File: config.mk
export PLATFORM = sky130hd
export DESIGN_NAME = collision_score_unit
export DESIGN_NICKNAME = d
export VERILOG_FILES = /design/src/rtl/collision_score_unit.sv
export SDC_FILE = /design/constraint.sdc
export NUM_CORES = 1
export LEC_CHECK = 0
export CAP_MARGIN = 20
export CORE_MARGIN = 2
export CORE_UTILIZATION = 55
export CTS_BUF_LIST = sky130_fd_sc_hd__clkbuf_2 sky130_fd_sc_hd__clkbuf_4 sky130_fd_sc_hd__clkbuf_8
export DETAILED_ROUTE_END_ITERATION = 7
export GPL_TIMING_DRIVEN = 0
export PLACE_DENSITY = 0.9
export SYNTH_ARGS = -nofsm -noshare
export SYNTH_HDL_FRONTEND = slang
export SYNTH_SLANG_ARGS = --single-unit
File: constraint.sdc
create_clock -name clk -period 16.4 [get_ports clk]
set_clock_uncertainty 0.05 [all_clocks]
set_input_delay 2.46 -clock clk [delete_from_list [all_inputs] [get_ports clk]]
set_output_delay 2.46 -clock clk [all_outputs]
set_load 0.01 [all_outputs]
File: src/rtl/collision_score_unit.sv
// Per-frame collision latching and vsync-committed BCD score / lives bookkeeping.
// Collisions seen during a frame are latched, then applied once at the vsync assertion edge.
module collision_score_unit #(
    parameter int unsigned                  NUM_ROWS         = 5,
    parameter int unsigned                  NUM_COLUMNS      = 8,
    parameter int unsigned                  SCORE_DIGITS     = 4,
    parameter int unsigned                  LIVES_W          = 2,
    parameter int unsigned                  START_LIVES      = 3,
    parameter logic [7:0]                   PTS_HI           = 8'h30,
    parameter logic [7:0]                   PTS_MID          = 8'h20,
    parameter logic [7:0]                   PTS_LO           = 8'h10,
    parameter logic [4*SCORE_DIGITS-1:0]    EXTRA_LIFE_AT    = 16'h1000,
    parameter bit                           VSYNC_ACTIVE_LOW = 1'b1
) (
    input  logic                             clk,
    input  logic                             rst_n,
    input  logic                             vsync,
    input  logic                             display_on,
    input  logic                             game_active,
    input  logic                             reset_game,
    input  logic                             laser_gfx,
    input  logic                             alien_pixel,
    input  logic [$clog2(NUM_ROWS)-1:0]      alien_row,
    input  logic [$clog2(NUM_COLUMNS)-1:0]   alien_col,
    input  logic                             bomb_gfx,
    input  logic                             cannon_gfx,
    output logic                             hit_alien,
    output logic [$clog2(NUM_ROWS)-1:0]      hit_row,
    output logic [$clog2(NUM_COLUMNS)-1:0]   hit_col,
    output logic                             player_hit,
    output logic                             extra_life,
    output logic [4*SCORE_DIGITS-1:0]        score,
    output logic [LIVES_W-1:0]               lives,
    output logic                             game_over
);

    localparam int unsigned ROW_W     = $clog2(NUM_ROWS);
    localparam int unsigned COL_W     = $clog2(NUM_COLUMNS);
    localparam int unsigned SCORE_W   = 4 * SCORE_DIGITS;
    localparam int unsigned LW1       = LIVES_W + 1;
    localparam int unsigned MAX_LIVES = (2 ** LIVES_W) - 1;
    localparam logic [SCORE_W-1:0] SCORE_MAX = {SCORE_DIGITS{4'h9}};

    // Digit-serial BCD add; MSB of the result is the carry out of the top digit
    function automatic logic [SCORE_W:0] bcd_add(input logic [SCORE_W-1:0] a,
                                                 input logic [SCORE_W-1:0] b);
        logic [SCORE_W-1:0] r;
        logic               c;
        logic [4:0]         d;
        r = '0;
        c = 1'b0;
        for (int i = 0; i < int'(SCORE_DIGITS); i++) begin
            d = {1'b0, a[4*i +: 4]} + {1'b0, b[4*i +: 4]} + 5'(c);
            if (d > 5'd9) begin
                r[4*i +: 4] = 4'(d - 5'd10);
                c = 1'b1;
            end else begin
                r[4*i +: 4] = d[3:0];
                c = 1'b0;
            end
        end
        return {c, r};
    endfunction

    logic               vsync_act;
    logic               vsync_q;
    logic               commit;
    logic               latch_en;
    logic               alien_lat;
    logic               bomb_lat;
    logic [ROW_W-1:0]   lat_row;
    logic [COL_W-1:0]   lat_col;
    logic               bonus_armed;

    logic [SCORE_W-1:0] pts_c;
    logic [SCORE_W:0]   sum_c;
    logic [SCORE_W-1:0] score_new_c;
    logic               bonus_c;
    logic               lose_c;
    logic [LIVES_W:0]   lives_sum_c;
    logic [LIVES_W-1:0] lives_new_c;

    assign vsync_act = VSYNC_ACTIVE_LOW ? ~vsync : vsync;
    assign commit    = vsync_act & ~vsync_q;
    assign latch_en  = display_on & game_active & ~game_over;

    // Commit-time arithmetic: points lookup, saturating BCD add, bonus and net lives
    always_comb begin
        pts_c       = SCORE_W'(PTS_LO);
        score_new_c = score;
        bonus_c     = 1'b0;
        lose_c      = 1'b0;
        lives_sum_c = '0;
        lives_new_c = lives;

        if (lat_row == ROW_W'(0)) begin
            pts_c = SCORE_W'(PTS_HI);
        end else if (lat_row <= ROW_W'(2)) begin
            pts_c = SCORE_W'(PTS_MID);
        end
        sum_c = bcd_add(score, pts_c);

        if (alien_lat) begin
            score_new_c = sum_c[SCORE_W] ? SCORE_MAX : sum_c[SCORE_W-1:0];
        end

        bonus_c = (EXTRA_LIFE_AT != '0) && bonus_armed && alien_lat &&
                  (score < EXTRA_LIFE_AT) && (score_new_c >= EXTRA_LIFE_AT);
        lose_c  = bomb_lat && (lives != '0);

        lives_sum_c = {1'b0, lives} + LW1'(bonus_c) - LW1'(lose_c);
        if (lives_sum_c > LW1'(MAX_LIVES)) begin
            lives_new_c = LIVES_W'(MAX_LIVES);
        end else begin
            lives_new_c = lives_sum_c[LIVES_W-1:0];
        end
    end

    always_ff @(posedge clk or negedge rst_n) begin
        if (!rst_n) begin
            vsync_q     <= 1'b0;
            alien_lat   <= 1'b0;
            bomb_lat    <= 1'b0;
            lat_row     <= '0;
            lat_col     <= '0;
            bonus_armed <= 1'b1;
            hit_alien   <= 1'b0;
            hit_row     <= '0;
            hit_col     <= '0;
            player_hit  <= 1'b0;
            extra_life  <= 1'b0;
            score       <= '0;
            lives       <= LIVES_W'(START_LIVES);
            game_over   <= 1'b0;
        end else begin
            vsync_q    <= vsync_act;
            hit_alien  <= 1'b0;
            player_hit <= 1'b0;
            extra_life <= 1'b0;

            if (reset_game) begin
                alien_lat   <= 1'b0;
                bomb_lat    <= 1'b0;
                bonus_armed <= 1'b1;
                score       <= '0;
                lives       <= LIVES_W'(START_LIVES);
                game_over   <= 1'b0;
            end else if (commit) begin
                alien_lat <= 1'b0;
                bomb_lat  <= 1'b0;
                if (!game_over) begin
                    score      <= score_new_c;
                    lives      <= lives_new_c;
                    game_over  <= (lives_new_c == '0);
                    hit_alien  <= alien_lat;
                    player_hit <= lose_c;
                    extra_life <= bonus_c;
                    if (alien_lat) begin
                        hit_row <= lat_row;
                        hit_col <= lat_col;
                    end
                    if (bonus_c) begin
                        bonus_armed <= 1'b0;
                    end
                end
            end else begin
                // Only the first laser/alien overlap of a frame is kept
                if (latch_en && laser_gfx && alien_pixel && !alien_lat) begin
                    alien_lat <= 1'b1;
                    lat_row   <= alien_row;
                    lat_col   <= alien_col;
                end
                if (latch_en && bomb_gfx && cannon_gfx) begin
                    bomb_lat <= 1'b1;
                end
            end
        end
    end

endmodule

* Word level (Yosys, flattened, before mapping) *
Cells that the tools add are included.

cells by class
  $add $sub $neg = 13
  reductions and logical operators = 21
  mux-type cells = 41
  shift operators = 0
  order comparisons = 8
  div/mod/pow operators = 0
  bitwise operators = 8
  eq/ne operators = 1
  $mul = 0

operators by type and width
  operator              number
  $mux 16               6
  $mux 1                26
  $add 4x4->5           4
  $gt 5x4->1 const B    4
  $ge 16x13->1 const B  1
  $lt 16x13->1 const B  1
  $mux 4                4
  $sub 4x4->4 const B   4
  $add 5x1->5           3
  $logic_and 1x1->1     9
  $mux 2                4
  $mux 6                1
  $reduce_and 3->1      2
  $reduce_bool 2->1     3
  $reduce_bool 3->1     2
  $not 1->1             5
  $reduce_and 4->1      1
  $add 2x1->3           1
  $and 1x1->1           3
  $gt 3x2->1 const B    1
  $le 3x2->1 const B    1
  $logic_not 3->1       1
  $sub 3x1->3           1
  $logic_not 2->1       1
  3 further kinds       3

word-level totals
  bits of input ports = 16
  word-level logic and storage cells = 106
  RAM bits = 0
  memory bits (read-only) = 0
  memories = 0
  register bits after elaboration = 38
  bits in latches = 0
  output and inout port bits = 28

* Depth between registers and ports, before layout *
Gate-level depths: netlist of run 1.

  depth after elaboration = 27
  mapped depth = 31
  gate-level depth less buffers = 30

* Worst setup path after synthesis of run 1 *
No wires, ideal clock.

  path type = flip-flop to flip-flop
  start point = reg score[1]
  end point = reg lives[0]
  path slack = 10.123 ns
  buffers on the path = 2
  required time = 16.268 ns
  library setup time = 0.082 ns
  clock period less this slack = 6.277 ns
  stages on the path, launching flop included = 32
  data arrival time = 6.145 ns
  cells stage by stage = dfrtp_1 inv_1 ha_1 inv_1 ha_1 a31oi_1 a41oi_1 fa_1 inv_1 fa_1 clkbuf_1 o21ai_0 and3_1 ha_1 ha_1 clkbuf_1 nor2b_1 o21ai_0 o21ai_0 a31oi_1 ha_1 ha_1 o311ai_0 ha_1 inv_1 ha_1 inv_1 fa_1 or2_2 a21oi_1 nor2_1 a211o_1

on the way
  cells in the longest elaborated chain, start to end = 23
  elaborated cells on any way between the ends = 33
  those cells by class = add/sub: 10; order compare: 7; mux: 14; reduce/logical: 2

RTL lines
  what                    RTL line  RTL
  start, declared         32        output logic [4*SCORE_DIGITS-1:0] score,
  start signal, assigned  152       score <= score_new_c;
  $add 4x4->5             53        d = {1'b0, a[4*i +: 4]} + {1'b0, b[4*i +: 4]} + 5'(c);
  $gt 5x4->1              54        if (d > 5'd9) begin
  $mux 1                  54
  $add 5x1->5             53
  $gt 5x4->1              54
  $mux 1                  54
  $add 5x1->5             53
  $gt 5x4->1              54
  [7 not listed]          n/a
  $logic_and 1x1->1 (*)   108       (score < EXTRA_LIFE_AT) && (score_new_c >= EXTRA_LIFE_AT);
  $add 2x1->3 (*)         111       lives_sum_c = {1'b0, lives} + LW1'(bonus_c) - LW1'(lose_c);
  $sub 3x1->3 (*)         111
  $gt 3x2->1              112       if (lives_sum_c > LW1'(MAX_LIVES)) begin
  $mux 2 (*)              112
  $mux 2 (*)              151       if (!game_over) begin
  $mux 2 (*)              148       end else if (commit) begin
  $mux 2 (*)              141       if (reset_game) begin
  end signal, assigned    133       lives <= LIVES_W'(START_LIVES);
  end signal, assigned    146       lives <= LIVES_W'(START_LIVES);
  end signal, assigned    153       lives <= lives_new_c;
  end, declared           33        output logic [LIVES_W-1:0] lives,

Mark *: on every way between the ends. The rest lies on a longest branch, timed or not. The select of a mux whose other input is x is not followed.
A chain may end at the register's enable or synchronous reset.

* Final worst setup path of run 1 *
Ends and elaborated chain as after synthesis.

==> results.py, run 1 <==
metrics = {
    "run_status": {
        "status": "finished clean",
    },
    "worst_setup_path": {
        "max_stage_delay_ns": 0.61,
        "worstPathArrival_ns": 7.32,
        "crit_type": "reg2reg",
        "start_kind": "flop",
        "critical-path-top-delay-family": "adder cells",
        "worstPathRequired_ns": 16.58,
        "end_kind": "flop",
        "cp_common_cell": "ha_1",
        "crit_buf_inv": 7,
        "critPathSlowestCell": "o311ai_0",
        "path_max_fanout": 10,
    },
    "timing": {
        "setup_violations": 0,
        "rsz0062_at_grt": "no",
        "tightest_slew_ns": 0.843,
        "min_period_ns": 7.14,
        "period_share": 0.435,
        "final.setup.tns_ns": 0,
        "finalHoldViolCount": 0,
        "maxSlewViolCount": 0,
        "max_freq_mhz": 140,
        "slew_headroom": 0.438,
    },
    "cells_and_area": {
        "multi_input_area_um2": 1280,
        "layout-drive-gt1-share": 0.134,
        "diodes": 0,
        "syn_to_final_growth_pct": 25.3,
        "fill_cells": 298,
        "seq_area_um2": 955,
        "nets": 321,
    },
    "floorplanning": {
        "rows": 23,
        "dieArea_um2": 4830,
        "initial_core_util": 0.582,
        "coreArea_um2": 4060,
        "die_w_um": 69.5,
        "ios": 44,
        "chipHeight_um": 69.5,
    },
    "global_route": {
        "track_usage": 0.242,
        "grt_max_degree": 39,
        "grt_pass1_vias": 2072,
        "grt_antenna_before_repair": 0,
        "grt_pass1_wl_um": 9470,
        "overflow": 0,
    },
    "cts": {
        "cts_made_buffers": 5,
        "h-tree-depth": 2,
        "ctsResizeCount": 0,
        "cts.hold.buffers_added": 0,
        "cts_setup_buffers": 0,
        "cts_root_buf": "clkbuf_8",
        "insertion_delay_ns": 0.30,
        "cts_buffer_depth": 2,
        "clock_sinks": 38,
        "path_clk_slew_ns": 0.08,
        "cts_tree": "yes",
    },
    "yosys": {
        "syn_inst": 241,
        "synthDominantCellAreaShare": 0.371,
        "ys.flop_type": "dfrtp_1",
        "synth_fp_nets": 272,
        "synth.area.top_cells": "dfrtp_1 (37%), ha_1 (6.4%), mux2_2 (6.2%)",
        "synth_enable_flop_cells": 0,
        "synthDistinctLibCells": 55,
        "netlist_area_um2": 2360,
        "synth_top_area_cell": "dfrtp_1",
        "synth_seq_cells": 38,
        "async_reset_ff_frac": 1.00,
        "seq_area_frac_synth": 0.404,
        "avgSynthCellArea_um2": 9.80,
        "synth-warning-count": 0,
    },
    "route": {
        "firstDrtPassIters": 4,
        "vias": 2043,
        "drt_wl_total_um": 5420,
        "wl_per_cell_um": 15.9,
        "drc_errors": 0,
        "ant_nets": 0,
        "drt-initial-drc-count": 174,
        "avgViaCountPerCell": 5.99,
    },
    "power_and_ir_drop": {
        "powerDensity_nw_per_um2": 74.7,
        "power.total_mw": 0.221,
        "power_leakage_nw": 1.24,
        "ir_drop_mv": 0.0681,
    },
    "run": {
        "max-cap-violations": 0,
    },
    "placement": {
        "place.gp.congestion": 0.874,
        "portBuffers": 42,
        "dp_hpwl_um": 3800,
    },
    "min_path": {
        "hp-class": "reg2reg",
    },
}
==> cell type report <==
type,instances,share of cell area
multi-input combinational,176,0.432
sequential,38,0.323
timing repair buffer,42,0.140
clock buffer,7,0.0304
buffer,14,0.0266
tap,50,0.0211
inverter,13,0.0165
clock inverter,1,0.0101
==> per-stage QoR <==
| step | utilization | setup WS, ns | hold WS (ns) | cells | instance area, um2 |
|---|---|---|---|---|---|
| finish | 0.729 | 9.26 | 0.457 | 341 | 2960 |
| global route | 0.729 | 8.64 | 0.475 | 341 | 2960 |
| CTS | 0.729 | 9.35 | 0.458 | 341 | 2960 |
| detailed placement | 0.700 | 9.39 | 0.445 | 333 | 2840 |
| global placement | 0.701 | 9.54 | 0.426 | 333 | 2840 |
| floorplan | - | 10.12 | 0.408 | 241 | 2360 |
==> worst paths after layout <==
path | start | slack (ns) | depth (start not counted) | to
worst max-delay path | score[1] | 9.26 | 31 | lives[0]
max in group asynchronous | rst_n | 13.55 | 1 | score[7]
min in group asynchronous | rst_n | 2.21 | 1 | score[4]
worst min-delay path | bonus_armed | 0.46 | 2 | bonus_armed
worst max register to register | score[1] | 9.26 | 31 | lives[0]
worst min register to register | bonus_armed | 0.46 | 2 | bonus_armed
==> power by group <==
part | internal [mW] | total [mW] | leakage (nW) | switching, mW
registers | 0.0993 | 0.104 | 0.507 | 0.00465
logic | 0.0158 | 0.0313 | 0.675 | 0.0155
clock network | 0.0513 | 0.0857 | 0.0619 | 0.0344
==> cells by family after synthesis <==
| kind of cell | share of synthesized area |
|---|---|
| simple gates | 0.198 |
| mux | 0.0705 |
| buf+inv | 0.0541 |
| flops | 0.404 |
| xor+xnor | 0.0223 |
| fa+ha+maj | 0.0890 |
| compound gates | 0.162 |
==> layout by cell type, fill, tap and decap left out, types with 6 or more instances in the layout <==
cell	count
a21oi_1	14
clkbuf_8	8
nor2_1	22
ha_1	12
inv_1	13
clkbuf_1	9
o21ai_0	11
nand2_1	14
nand2b_1	6
clkdlybuf4s50_1	41
mux2_2	13
dfrtp_1	35
nor3_1	9
nand3_1	6
==> metal layers <==
layer	GRT usage	routed length, um
met5	0	0
met4	0.0632	30
met3	0.0683	318
met2	0.406	2700
met1	0.308	2370
==> state kept, by name, summed over array words and instances (netlist names) <==
signal,flops
score,16
hit_col,3
hit_row,3
lat_col,3
lat_row,3
lives,2
alien_lat,1
bomb_lat,1
bonus_armed,1
extra_life,1
game_over,1
hit_alien,1
player_hit,1
vsync_q,1
==> worst reg2reg max path: cells and delay by family, from the launching register on <==
kind / cells / cell delay, ns
compound gates: 9 / 1.81
fa+ha+maj: 11 / 3.02
buf+inv: 7 / 0.94
flops: 1 / 0.44
simple gates: 4 / 0.81
==> synth_stat cells (2+ instances only) <==
cell and n:
o31ai_1 2, clkbuf_8 2, fa_1 3, a21o_1 3, dfrtp_1 35, o21ai_0 11
inv_1 13, xnor2_1 5, nand2_1 14, nand3b_1 5, ha_1 12, mux2_2 13
nand4_1 2, nand3_1 6, nor2_1 22, nor3_1 9, o211ai_1 2, a31oi_1 5
nor3b_1 3, clkbuf_1 9, nand2b_1 6, mux2i_1 2, nor2b_1 4, a21oi_1 14
or2_2 2, buf_2 2, or3_1 2, o32ai_1 2, a211o_1 2, o22ai_1 2
dfstp_2 3
Power figures use the tool's default switching activity.
==> inputs of run 2 (changes only) <==
--- a/config.mk
+++ b/config.mk
@@ -7,11 +7,11 @@
 export LEC_CHECK = 0
 export CAP_MARGIN = 20
 export CORE_MARGIN = 2
-export CORE_UTILIZATION = 55
+export CORE_UTILIZATION = 54
 export CTS_BUF_LIST = sky130_fd_sc_hd__clkbuf_2 sky130_fd_sc_hd__clkbuf_4 sky130_fd_sc_hd__clkbuf_8
 export DETAILED_ROUTE_END_ITERATION = 7
 export GPL_TIMING_DRIVEN = 0
-export PLACE_DENSITY = 0.9
+export PLACE_DENSITY = 0.88
 export SYNTH_ARGS = -nofsm -noshare
 export SYNTH_HDL_FRONTEND = slang
 export SYNTH_SLANG_ARGS = --single-unit
==> constraint.sdc (replaced) <==
create_clock -name clk -period 6.65 [get_ports clk]
set_clock_uncertainty 0.05 [all_clocks]
set_input_delay 0.9975 -clock clk [delete_from_list [all_inputs] [get_ports clk]]
set_output_delay 0.9975 -clock clk [all_outputs]
set_load 0.01 [all_outputs]
==> results.py, run 2 (synthesis gave the netlist of run 1 again) <==
metrics = {
    "run_status": {
        "status": "finished clean",
    },
    "power_and_ir_drop": {
        "switching_power_mw": 0.132,
        "pwr-share-clk": 0.369,
        "powerDensity_nw_per_um2": 178,
        "p_int_mw": 0.412,
        "ir_drop_mv": 0.209,
        "power_leakage_nw": 1.27,
        "seq_power_share": 0.470,
        "combPwrFrac": 0.161,
        "swShare": 0.242,
    },
    "floorplanning": {
        "coreArea_um2": 4290,
        "chipHeight_um": 70.1,
        "dieArea_um2": 4920,
        "rows": 24,
        "die_w_um": 70.1,
        "ios": 44,
        "initial_core_util": 0.550,
    },
    "cts": {
        "cts.hold.buffers_added": 0,
        "h-tree-depth": 2,
        "path_clk_slew_ns": 0.08,
        "insertion_delay_ns": 0.30,
        "cts_root_buf": "clkbuf_8",
        "clock_sinks": 38,
        "cts_tree": "yes",
        "cts_buffer_depth": 2,
        "cts_made_buffers": 5,
    },
    "timing": {
        "tightest_slew_ns": 0.831,
        "maxSlewViolCount": 0,
        "period_share": 0.944,
        "min_period_ns": 6.28,
        "max_freq_mhz": 159,
        "setup_violations": 0,
        "slew_headroom": 0.446,
        "finalHoldViolCount": 0,
    },
    "worst_setup_path": {
        "end_kind": "flop",
        "worstPathArrival_ns": 6.46,
        "worstPathRequired_ns": 6.83,
        "cp_common_cell": "ha_1",
        "max_stage_delay_ns": 0.39,
        "path_max_fanout": 10,
        "crit_type": "reg2reg",
        "critPathSlowestCell": "dfrtp_1",
        "start_kind": "flop",
    },
    "placement": {
        "dp_hpwl_um": 3730,
        "placed_area_um2": 2840,
        "dp.cells": 335,
        "portBuffers": 42,
        "place.gp.congestion": 0.839,
    },
    "route": {
        "wl_met1_um": 2260,
        "ant_nets": 0,
        "drt_wl_total_um": 5340,
        "drc_errors": 0,
        "dr_wl_met2_um": 2700,
        "vias": 2013,
        "wl_per_cell_um": 15.4,
        "drt-initial-drc-count": 169,
        "topRoutingLayerUsed": "met4",
        "firstDrtPassIters": 4,
        "avgViaCountPerCell": 5.80,
        "wl_met3_um": 344,
    },
    "cells_and_area": {
        "layout_commonest_cell": "clkdlybuf4s50_1",
        "syn_to_final_growth_pct": 29.5,
        "nets": 325,
        "diodes": 0,
        "final_cell_mix": "clkdlybuf4s50_1 (41), dfrtp_1 (35), nor2_1 (22), nand2_1 (14)",
        "fin_area_um2": 3060,
        "final_util": 0.712,
        "largest_register_ffs": 16,
        "layout-drive-gt1-share": 0.190,
        "regMostFlops": "score",
        "layout.cells.non_filler": 347,
    },
    "global_route": {
        "grt_antenna_before_repair": 0,
        "grt_pass1_vias": 1908,
        "overflow": 0,
        "track_usage": 0.223,
        "grt_pass1_wl_um": 8880,
        "grt_max_degree": 39,
    },
    "min_path": {
        "hp-class": "reg2reg",
    },
    "run": {
        "max-cap-violations": 0,
    },
}
run 2: cell types whose count changed in the layout (fill, tap and decap cells not counted), moves of 2 or more:
cell      delta
buf_4        +6
clkbuf_1     -2
clkbuf_4     +2
fa_1         -2
fa_2         +2
ha_1         -2
ha_2         +2
inv_1        -2
inv_2        +2
run 2: what timing repair did:
action | in CTS | in global routing
buffers inserted | 0 | 6
setup endpoints to repair | 3 | 3
resized for setup | 3 | 13
pin swaps | 0 | 3
run 2: per-layer routing:
metal | GRT usage | vias to the layer above
met5 | 0 | -
met4 | 0.0534 | 0
met3 | 0.0519 | 6
met2 | 0.369 | 65
met1 | 0.298 | 970
li1 | - | 972
run 2: layout make-up:
cell class              count  area, um2
plain buffers              12       73.8
clock buffers               7       83.8
clock inverters             1       30.0
fillers                   313       1240
inverters                  13       48.8
multi-input cells         176       1340
flip-flops and latches     38        955
well taps                  52       65.1
repair buffers             48        460
run 2: power groups by stage:
stage               Sequential [mW]  Combinational (mW)  Clock [mW]
detailed placement            0.261              0.0765           0
finish                        0.255              0.0873       0.201
global placement              0.260              0.0740           0
global route                  0.258              0.0962       0.217
CTS                           0.256              0.0770       0.202
floorplan                     0.260              0.0441           0
run 2: worst paths after layout:
| check | end | slack [ns] | start | cells after the start |
|---|---|---|---|---|
| worst max-delay path | lives[0] | 0.37 | score[1] | 31 |
| worst min-delay path | bonus_armed | 0.44 | bonus_armed | 2 |
| worst max register to register | lives[0] | 0.37 | score[1] | 31 |
| worst min register to register | bonus_armed | 0.44 | bonus_armed | 2 |
| max in group asynchronous | score[5] | 5.28 | rst_n | 1 |
| min in group asynchronous | hit_col[1] | 0.75 | rst_n | 1 |
run 2: stage by stage:
| step | hold WS [ns] | TNS (ns) | worst slack [ns] | total power, mW |
|---|---|---|---|---|
| global route | 0.478 | -0.0268 | -0.0219 | 0.570 |
| CTS | 0.450 | 0 | 0.0583 | 0.535 |
| global placement | 0.423 | -0.405 | -0.213 | 0.334 |
| detailed placement | 0.437 | -0.708 | -0.309 | 0.337 |
| floorplan | 0.408 | 0 | 0.373 | 0.304 |
| finish | 0.443 | 0 | 0.370 | 0.543 |
run 2: worst max-delay path, delay by kind of cell, from the launching register on:
kind                       cells  cell delay [ns]
adders and majority gates     11             2.83
AOI/OAI and AO/OA              9             1.59
and+or+nand+nor                5             0.82
buffers and inverters          6             0.51
DFF                            1             0.39
==> inputs of run 3 (changes only) <==
--- a/config.mk
+++ b/config.mk
@@ -7,11 +7,10 @@
 export LEC_CHECK = 0
 export CAP_MARGIN = 20
 export CORE_MARGIN = 2
-export CORE_UTILIZATION = 54
-export CTS_BUF_LIST = sky130_fd_sc_hd__clkbuf_2 sky130_fd_sc_hd__clkbuf_4 sky130_fd_sc_hd__clkbuf_8
+export CORE_UTILIZATION = 52
 export DETAILED_ROUTE_END_ITERATION = 7
 export GPL_TIMING_DRIVEN = 0
-export PLACE_DENSITY = 0.88
+export PLACE_DENSITY = 0.86
 export SYNTH_ARGS = -nofsm -noshare
 export SYNTH_HDL_FRONTEND = slang
 export SYNTH_SLANG_ARGS = --single-unit
==> results.py, run 3 (synthesis gave the netlist of run 1 again) <==
metrics = {
    "floorplanning": {
        "ios": 44,
        "initial_core_util": 0.542,
        "coreArea_um2": 4350,
        "dieArea_um2": 5100,
        "rows": 24,
        "chipHeight_um": 71.4,
        "die_w_um": 71.4,
    },
    "placement": {
        "place.gp.congestion": 0.879,
        "dp.cells": 335,
        "post-place-ws_ns": -0.326,
        "placed_area_um2": 2840,
        "portBuffers": 42,
        "dp_hpwl_um": 3750,
    },
    "cts": {
        "cts_made_buffers": 5,
        "cts_tree": "yes",
        "clock_sinks": 38,
        "cts.hold.buffers_added": 0,
        "h-tree-depth": 2,
        "path_clk_slew_ns": 0.07,
        "cts_root_buf": "clkbuf_8",
        "insertion_delay_ns": 0.30,
        "cts_buffer_depth": 2,
    },
    "cells_and_area": {
        "layout-drive-gt1-share": 0.171,
        "nets": 323,
        "largest_register_ffs": 16,
        "layout.cells.non_filler": 345,
        "layout_commonest_cell": "clkdlybuf4s50_1",
        "syn_to_final_growth_pct": 27.8,
        "fin_area_um2": 3020,
        "final_cell_mix": "clkdlybuf4s50_1 (41), dfrtp_1 (35), nor2_1 (22), nand2_1 (14)",
        "diodes": 0,
        "fill_cells": 323,
        "regMostFlops": "score",
    },
    "route": {
        "vias": 1990,
        "drc_errors": 0,
        "firstDrtPassIters": 4,
        "drt-initial-drc-count": 149,
        "topRoutingLayerUsed": "met4",
        "wl_per_cell_um": 15.6,
        "wl_met3_um": 223,
        "wl_met1_um": 2350,
        "drt_wl_total_um": 5380,
        "dr_wl_met2_um": 2700,
        "avgViaCountPerCell": 5.77,
        "ant_nets": 0,
    },
    "global_route": {
        "grt_max_degree": 39,
        "grt_pass1_vias": 2027,
        "grt_pass1_wl_um": 8970,
        "overflow": 0,
        "track_usage": 0.222,
        "grt_antenna_before_repair": 0,
    },
    "worst_setup_path": {
        "crit_type": "reg2reg",
        "path_max_fanout": 10,
        "worstPathArrival_ns": 6.44,
        "worstPathRequired_ns": 6.83,
        "end_kind": "flop",
        "critPathSlowestCell": "fa_2",
        "cp_common_cell": "ha_1",
        "max_stage_delay_ns": 0.61,
        "start_kind": "flop",
    },
    "timing": {
        "max_freq_mhz": 160,
        "setup_violations": 0,
        "slew_headroom": 0.450,
        "maxSlewViolCount": 0,
        "tightest_slew_ns": 0.824,
        "min_period_ns": 6.26,
        "finalHoldViolCount": 0,
        "period_share": 0.941,
        "final.setup.tns_ns": 0,
        "setup_ws_ns": 0.390,
    },
    "run_status": {
        "status": "finished clean",
    },
    "power_and_ir_drop": {
        "power_leakage_nw": 1.25,
        "powerDensity_nw_per_um2": 166,
        "ir_drop_mv": 0.143,
    },
    "min_path": {
        "hp-class": "reg2reg",
    },
    "run": {
        "max-cap-violations": 0,
    },
}
==> run 3: cell types whose count changed in the layout (fill, tap and decap cells not counted), sizes merged <==
cell and change:
buf -2, clkbuf +1, bufinv -1
==> run 3: through the flow <==
stage | power, mW | hold slack [ns] | utilization
after global placement | 0.334 | 0.426 | 0.654
after CTS | 0.501 | 0.444 | 0.674
final | 0.502 | 0.441 | 0.693
after floorplan | 0.304 | 0.408 | -
after global routing | 0.526 | 0.453 | 0.693
after detailed placement | 0.337 | 0.433 | 0.653
==> run 3: worst max-delay path: cells and delay by family (launching register included) <==
kind / cells / cell delay, ns
compound gates: 9 / 1.53
flops: 1 / 0.41
buf+inv: 6 / 0.51
simple gates: 4 / 0.62
fa+ha+maj: 11 / 3.06
==> run 3: repair_timing <==
action,CTS,global route
setup buffers,0,4
gates cloned,0,0
gates resized for setup,3,11
pin swaps,0,2
setup endpoints to repair,3,3
==> run 3: cell type report <==
type | instances | area [um2] | area share
Clock buffer | 8 | 90.1 | 0.0299
Tap cell | 52 | 65.1 | 0.0216
Multi-Input combinational cell | 176 | 1340 | 0.444
Buffer | 12 | 73.8 | 0.0245
Sequential cell | 38 | 955 | 0.316
Timing Repair Buffer | 46 | 445 | 0.148
Inverter | 13 | 48.8 | 0.0162
==> run 3: worst paths after layout <==
kind	start	end	slack, ns	cells past startpoint
max	score[1]	lives[0]	0.39	30
min	bonus_armed	bonus_armed	0.44	2
max reg2reg	score[1]	lives[0]	0.39	30
min reg2reg	bonus_armed	bonus_armed	0.44	2
max in group asynchronous	rst_n	score[2]	5.29	1
min in group asynchronous	rst_n	score[3]	0.75	1
==> run 3: power by group <==
part           internal, mW  switching, mW  total [mW]
Sequential            0.245         0.0110       0.256
Combinational        0.0429         0.0394      0.0824
Clock                0.0845         0.0792       0.164
Total                 0.373          0.130       0.502
==> run 3: per-layer routing <==
| metal | up-vias | track usage |
|---|---|---|
| met5 | - | 0 |
| met4 | 0 | 0.111 |
| met3 | 12 | 0.0563 |
| met2 | 46 | 0.360 |
| met1 | 968 | 0.276 |
| li1 | 964 | - |
